### config.mk
export PLATFORM = sky130hd
export DESIGN_NAME = imem_resp_flat
export DESIGN_NICKNAME = d
export VERILOG_FILES = /design/src/rtl/imem_resp_if.sv /design/src/rtl/imem_resp.sv /design/src/flat_wrapper.sv
export SDC_FILE = /design/constraint.sdc
export NUM_CORES = 1
export LEC_CHECK = 0
export BUFFER_PORTS_ARGS = -buffer_cell sky130_fd_sc_hd__buf_2
export CORE_ASPECT_RATIO = 2
export CORE_MARGIN = 5
export CORE_UTILIZATION = 58
export CTS_CLUSTER_DIAMETER = 40
export CTS_CLUSTER_SIZE = 14
export DETAILED_ROUTE_END_ITERATION = 6
export PLACE_DENSITY = 0.87
export SLEW_MARGIN = 20
export SYNTH_ARGS = -nofsm -noshare
export SYNTH_HDL_FRONTEND = slang
export SYNTH_SLANG_ARGS = --single-unit
### constraint.sdc
create_clock -name clk -period 4.5 [get_ports clk]
set_clock_uncertainty 0.15 [all_clocks]
set_input_delay 0.225 -clock clk [delete_from_list [all_inputs] [get_ports clk]]
set_output_delay 0.225 -clock clk [all_outputs]
set_load 0.02 [all_outputs]
### src/rtl/imem_resp_if.sv
// Fetch-port and system-bus read-channel bundles used by the instruction-fetch
// responder.
interface imem_if #(
  parameter int ADDR_W = 32,
  parameter int DATA_W = 32
);
  logic              imem_req;
  logic [ADDR_W-1:0] imem_addr;
  logic [DATA_W-1:0] imem_rdata;
  logic [1:0]        imem_bad;
  logic              imem_busy;

  modport master (output imem_req, imem_addr, input imem_rdata, imem_bad, imem_busy);
  modport slave  (input imem_req, imem_addr, output imem_rdata, imem_bad, imem_busy);
endinterface

interface membus_if #(
  parameter int ADDR_W = 32,
  parameter int DATA_W = 32
);
  logic              m_req;
  logic [ADDR_W-1:0] m_addr;
  logic              m_gnt;
  logic              m_rvalid;
  logic [DATA_W-1:0] m_rdata;
  logic              m_rerr;

  modport master (output m_req, m_addr, input m_gnt, m_rvalid, m_rdata, m_rerr);
  modport slave  (input m_req, m_addr, output m_gnt, m_rvalid, m_rdata, m_rerr);
endinterface

### src/rtl/imem_resp.sv
// Instruction-fetch responder: one-word fetch buffer, executable-range check and
// a single-outstanding bus read channel.
module imem_resp #(
  parameter int                ADDR_W     = 32,
  parameter int                DATA_W     = 32,
  parameter logic [ADDR_W-1:0] EXEC_BASE  = 32'h0000_0000,
  parameter logic [ADDR_W-1:0] EXEC_LIMIT = 32'h7fff_ffff
) (
  input  logic     clk,
  input  logic     rstn,
  input  logic     ic_flush,
  input  logic     kill,
  imem_if.slave    ifu,
  membus_if.master bus
);

  typedef enum logic [1:0] {IDLE, ADDR, DATA, DRAIN} state_t;

  state_t            state;
  logic              busy_q;
  logic [DATA_W-1:0] rdata_q;
  logic [1:0]        bad_q;
  logic              m_req_q;
  logic [ADDR_W-1:0] m_addr_q;
  logic              buf_valid;
  logic [ADDR_W-1:0] buf_tag;
  logic [DATA_W-1:0] buf_data;

  logic              accept;
  logic              below_base;
  logic              above_limit;
  logic              hit;
  logic [ADDR_W-1:0] waddr;

  assign waddr  = {ifu.imem_addr[ADDR_W-1:2], 2'b00};
  assign accept = ifu.imem_req & ~busy_q & ~kill;
  assign hit    = buf_valid & (buf_tag == waddr) & ~ic_flush;

  // Bounds at the ends of the address space make one side of the check
  // vacuous; resolve that at elaboration instead of comparing against a constant.
  if (EXEC_BASE == '0) begin : g_no_base
    assign below_base = 1'b0;
  end else begin : g_base
    assign below_base = ifu.imem_addr < EXEC_BASE;
  end

  if (EXEC_LIMIT == '1) begin : g_no_limit
    assign above_limit = 1'b0;
  end else begin : g_limit
    assign above_limit = ifu.imem_addr > EXEC_LIMIT;
  end

  // NOTE: state is updated with <= so every register samples pre-edge values;
  // blocking assignments here would create order-dependent simulation races.
  always_ff @(posedge clk or negedge rstn) begin
    if (!rstn) begin
      state     <= IDLE;
      busy_q    <= 1'b0;
      rdata_q   <= '0;
      bad_q     <= 2'b00;
      m_req_q   <= 1'b0;
      m_addr_q  <= '0;
      // NOTE: only buf_valid must be reset for correctness; tag and data are
      // reset as well so nothing downstream ever observes X after power-up.
      buf_valid <= 1'b0;
      buf_tag   <= '0;
      buf_data  <= '0;
    end else begin
      unique case (state)
        IDLE: begin
          if (accept) begin
            if (below_base || above_limit) begin
              rdata_q <= '0;
              bad_q   <= 2'b10;
            end else if (hit) begin
              rdata_q <= buf_data;
              bad_q   <= 2'b00;
            end else begin
              m_addr_q <= waddr;
              m_req_q  <= 1'b1;
              busy_q   <= 1'b1;
              state    <= ADDR;
            end
          end
        end
        ADDR: begin
          if (bus.m_gnt) begin
            m_req_q <= 1'b0;
            state   <= kill ? DRAIN : DATA;
          end else if (kill) begin
            m_req_q <= 1'b0;
            busy_q  <= 1'b0;
            state   <= IDLE;
          end
        end
        DATA: begin
          if (bus.m_rvalid) begin
            if (!kill) begin
              rdata_q <= bus.m_rdata;
              bad_q   <= {bus.m_rerr, 1'b0};
            end
            // A redirect discards the response but the word is still good to cache.
            if (!bus.m_rerr) begin
              buf_valid <= 1'b1;
              buf_tag   <= m_addr_q;
              buf_data  <= bus.m_rdata;
            end
            busy_q <= 1'b0;
            state  <= IDLE;
          end else if (kill) begin
            state <= DRAIN;
          end
        end
        DRAIN: begin
          if (bus.m_rvalid) begin
            busy_q <= 1'b0;
            state  <= IDLE;
          end
        end
        default: state <= IDLE;
      endcase

      // Last assignment wins: a flush overrides a fill landing in the same cycle.
      if (ic_flush) buf_valid <= 1'b0;
    end
  end

  assign ifu.imem_busy  = busy_q;
  assign ifu.imem_rdata = rdata_q;
  assign ifu.imem_bad   = bad_q;
  assign bus.m_req      = m_req_q;
  assign bus.m_addr     = m_addr_q;

endmodule
### src/flat_wrapper.sv
// flat-port wrapper written by rule: the top's interface ports become plain ports
module imem_resp_flat 
#(
  parameter int                ADDR_W     = 32,
  parameter int                DATA_W     = 32,
  parameter logic [ADDR_W-1:0] EXEC_BASE  = 32'h0000_0000,
  parameter logic [ADDR_W-1:0] EXEC_LIMIT = 32'h7fff_ffff
)
  (clk, rstn, ic_flush, kill, ifu_imem_req, ifu_imem_addr, ifu_imem_rdata, ifu_imem_bad, ifu_imem_busy, bus_m_req, bus_m_addr, bus_m_gnt, bus_m_rvalid, bus_m_rdata, bus_m_rerr);
  imem_if #(.ADDR_W(ADDR_W), .DATA_W(DATA_W)) ifu_i ();
  membus_if #(.ADDR_W(ADDR_W), .DATA_W(DATA_W)) bus_i ();
  input  logic clk;
  input  logic rstn;
  input  logic ic_flush;
  input  logic kill;
  input wire logic [$bits(ifu_i.imem_req)-1:0] ifu_imem_req;
  input wire logic [$bits(ifu_i.imem_addr)-1:0] ifu_imem_addr;
  output wire logic [$bits(ifu_i.imem_rdata)-1:0] ifu_imem_rdata;
  output wire logic [$bits(ifu_i.imem_bad)-1:0] ifu_imem_bad;
  output wire logic [$bits(ifu_i.imem_busy)-1:0] ifu_imem_busy;
  output wire logic [$bits(bus_i.m_req)-1:0] bus_m_req;
  output wire logic [$bits(bus_i.m_addr)-1:0] bus_m_addr;
  input wire logic [$bits(bus_i.m_gnt)-1:0] bus_m_gnt;
  input wire logic [$bits(bus_i.m_rvalid)-1:0] bus_m_rvalid;
  input wire logic [$bits(bus_i.m_rdata)-1:0] bus_m_rdata;
  input wire logic [$bits(bus_i.m_rerr)-1:0] bus_m_rerr;
  assign ifu_i.imem_req = ifu_imem_req;
  assign ifu_i.imem_addr = ifu_imem_addr;
  assign ifu_imem_rdata = ifu_i.imem_rdata;
  assign ifu_imem_bad = ifu_i.imem_bad;
  assign ifu_imem_busy = ifu_i.imem_busy;
  assign bus_m_req = bus_i.m_req;
  assign bus_m_addr = bus_i.m_addr;
  assign bus_i.m_gnt = bus_m_gnt;
  assign bus_i.m_rvalid = bus_m_rvalid;
  assign bus_i.m_rdata = bus_m_rdata;
  assign bus_i.m_rerr = bus_m_rerr;
  imem_resp #(.ADDR_W(ADDR_W), .DATA_W(DATA_W), .EXEC_BASE(EXEC_BASE), .EXEC_LIMIT(EXEC_LIMIT)) u_core (.clk(clk), .rstn(rstn), .ic_flush(ic_flush), .kill(kill), .ifu(ifu_i), .bus(bus_i));
endmodule
==> impl_metrics.csv <==
group,metric,value,unit
synth,async_flop_share,100,%
global_route,antenna_found_initial,0,
drt,wire_per_inst,17.5,um
power,p_comb_share,33.9,%
critical_path,crit_type,"in2reg",
synth,synth_top_area_share,55.7,%
drt,routed.top_layer,"met4",
die,die_x,81.0,um
clock_tree,htree_num_levels,4,
drt,drtIter0Drc,193,
power,p_leak,3.67,nW
power,ir_worst_vdd,0.000448,V
min_path,hp-class,"in2reg",
power,p_per_area,673,nW/um2
synth,synth_cell_types,31,
critical_path,required,4.63,ns
outcome,status,"finished, final reports clean",
critical_path,startpoint_type,"primary input",
clock_tree,numClockSinks,130,
cells_and_area,ff_latch_area,3250,um2
die,die_h,152,um
critical_path,cp-end-kind,"flop",
cells_and_area,area_growth,35.1,%
synth,netlist_instances,455,
timing,setup_viol,0,
global_route,overflow,0,
timing,whs,0.0739,ns
timing,rsz0062_at_grt,"false",
drt,ant_nets,0,
clock_tree,path_clk_slew,0.05,ns
global_route,grt_max_degree,51,
clock_tree,cts_made_buffers,17,
synth,ys_ff_latch,130,
critical_path,cp_data_arrival_time,3.39,ns
timing,fmax,307,MHz
timing,finalHoldViolCount,0,
timing,tightest_slew,0.799,ns
synth,yosys_warnings,0,
cells_and_area,fillerInstances,624,
cells_and_area,drive_gt1_share,40.7,%
die,die_area,12300,um2
power,cellInternalPower,3.51,mW
synth,netlist_area,5840,um2
clock_tree,cts-root-buf,"clkbuf_16",
place,gp_congestion,0.774,
drt,via_per_inst,5.32,
power,swShare,33.9,%
flow_run,drv_cap,0,
clock_tree,clockBufferDepth,2,
synth,ys_seq_area_share,55.7,%
drt,met2_length,7720,um
synth,yosysTopAreaCell,"dfrtp_1",
power,power_frac_seq,38.8,%
die,initial_core_util,58.3,%
power,p_switching,1.80,mW
synth,yosysMostFrequentCell,"dfrtp_1",
timing,slew_headroom,46.6,%
place,io_buffers,134,
synth,avgSynthCellArea,12.8,um2
synth,ys.flop_type,"dfrtp_1",
timing,maxSlewViolCount,0,
clock_tree,ctsResizeCount,0,
drt,wl_met3,908,um
timing,fin_crit,3.26,ns
drt,vias,4264,
drt,wl,14100,um
synth,synth_edf_count,0,
timing,fin_crit_sh,72.4,%
cells_and_area,multi_input_area,2330,um2
drt,firstDrtPassIters,4,
synth,synthTopCellsByArea,"dfrtp_1, mux2_2, mux2i_1",
die,core_area,10000,um2
die,pin_count,140,
place,hpwlAfterDp,8740,um
drt,wl_met1,5140,um
die,fp-row-count,52,
global_route,grt_pass1_wl,23400,um
drt,drc,0,
global_route,grt_pass1_vias,4765,
global_route,grtUsageTotal,24.6,%
critical_path,worst-path-max-fanout,33,
cells_and_area,final_nets,725,
power,clkPwrFrac,27.3,%
clock_tree,insertion_delay,0.41,ns
synth,ys_top_cells_by_count,"dfrtp_1, mux2_2, a21oi_1, inv_1",
timing,fin_setup_tns,0,ns
clock_tree,cts_tree,"yes",
-- critical path: stages --
cell	delay [ns]
dlygate4sd3_1	0.54
buf_2	0.13
xor2_1	0.15
nor4_1	0.48
nand4_1	0.27
nor4_4	0.48
o311a_2	0.22
buf_4	0.48
mux2_2	0.40
-- layout make-up --
type,count,share of cell area [%]
inverter,34,1.62
multi-input combinational,264,29.5
timing repair buffer,206,17.4
antenna,1,0.0317
sequential,130,41.2
tap,135,2.14
clock buffer,19,5.74
clock inverter,13,2.31
-- worst paths after layout --
path,slack (ns),start,cells past startpoint,endpoint
min in group asynchronous,0.22,rstn,2,u_core.ifu.imem_rdata[26]
max reg2reg,1.35,u_core.buf_tag[6],7,u_core.ifu.imem_bad[1]
min,0.07,bus_m_rerr,4,u_core.ifu.imem_bad[1]
min reg2reg,0.33,u_core.bus.m_req,1,u_core.bus.m_req
max,1.24,ifu_imem_addr[6],9,u_core.ifu.imem_bad[1]
max in group asynchronous,2.93,rstn,3,u_core.ifu.imem_rdata[8]
-- power groups by stage --
stage | Clock [mW] | Sequential (mW) | Combinational [mW]
floorplan | 0 | 2.28 | 0.955
global placement | 0 | 2.00 | 1.67
detailed placement | 0 | 2.05 | 1.74
CTS | 1.48 | 2.04 | 1.80
global route | 1.54 | 2.13 | 1.97
finish | 1.45 | 2.06 | 1.80
-- layout by cell type, fill, tap and decap left out, drive strengths merged, types with 2 or more instances in the layout --
| master | Yosys | final |
|---|---|---|
| buf | 11 | 141 |
| dfrtp | 130 | 130 |
| mux2 | 92 | 92 |
| dlygate4sd3 | 0 | 65 |
| inv | 34 | 35 |
| a21oi | 34 | 34 |
| nor3b | 32 | 32 |
| mux2i | 32 | 32 |
| xor2 | 23 | 23 |
| clkbuf | 18 | 19 |
| xnor2 | 8 | 8 |
| nor4 | 8 | 8 |
| clkinv | 0 | 7 |
| nand2 | 6 | 6 |
| nor2 | 5 | 5 |
| o21ai | 4 | 4 |
| bufinv | 0 | 4 |
| nand2b | 3 | 3 |
| conb | 1 | 3 |
| nor2b | 3 | 3 |
| nand4 | 2 | 2 |
-- sequential cells by signal, summed over array words and instances (netlist names) --
name / count
u_core.buf_data: 32
u_core.buf_tag: 30
u_core.buf_valid: 1
u_core.bus.m_addr: 30
u_core.bus.m_req: 1
u_core.ifu.imem_bad: 1
u_core.ifu.imem_busy: 1
u_core.ifu.imem_rdata: 32
u_core.state: 2
-- through the flow --
step	setup WS (ns)	std cells	util (%)	area [um2]	power, mW
2_1_floorplan	2.28	457	-	5850	3.23
5_1_grt	1.15	801	78.7	7890	5.64
4_1_cts	1.16	801	78.7	7890	5.33
6_report	1.24	802	78.8	7890	5.32
3_3_place_gp	1.34	704	65.9	6600	3.67
3_5_place_dp	1.26	704	65.9	6600	3.80
-- cells by family (layout without fill, tap and decap cells) --
group | Yosys count | in the layout | share of synthesized area (%)
AOI/OAI and AO/OA | 44 | 44 | 4.13
muxes | 124 | 124 | 23.2
xor gates and xnor gates | 31 | 31 | 4.65
DFF | 130 | 130 | 55.7
buffers and inverters | 63 | 272 | 4.97
other | 1 | 4 | 0.0642
and+or+nand+nor | 62 | 62 | 7.26
-- routing by layer --
| layer | vias to the layer above | global-route usage (%) |
|---|---|---|
| met5 | - | 0 |
| met1 | 2128 | 27.4 |
| met2 | 147 | 43.5 |
| met4 | 0 | 8.62 |
| met3 | 22 | 7.11 |
| li1 | 1967 | - |
-- timing repair --
item | CTS | global route
endpoints found under the hold margin | 138 | 0
buffers inserted | 0 | 0
hold buffers | 65 | 0
(Power assumes the default switching activity.)
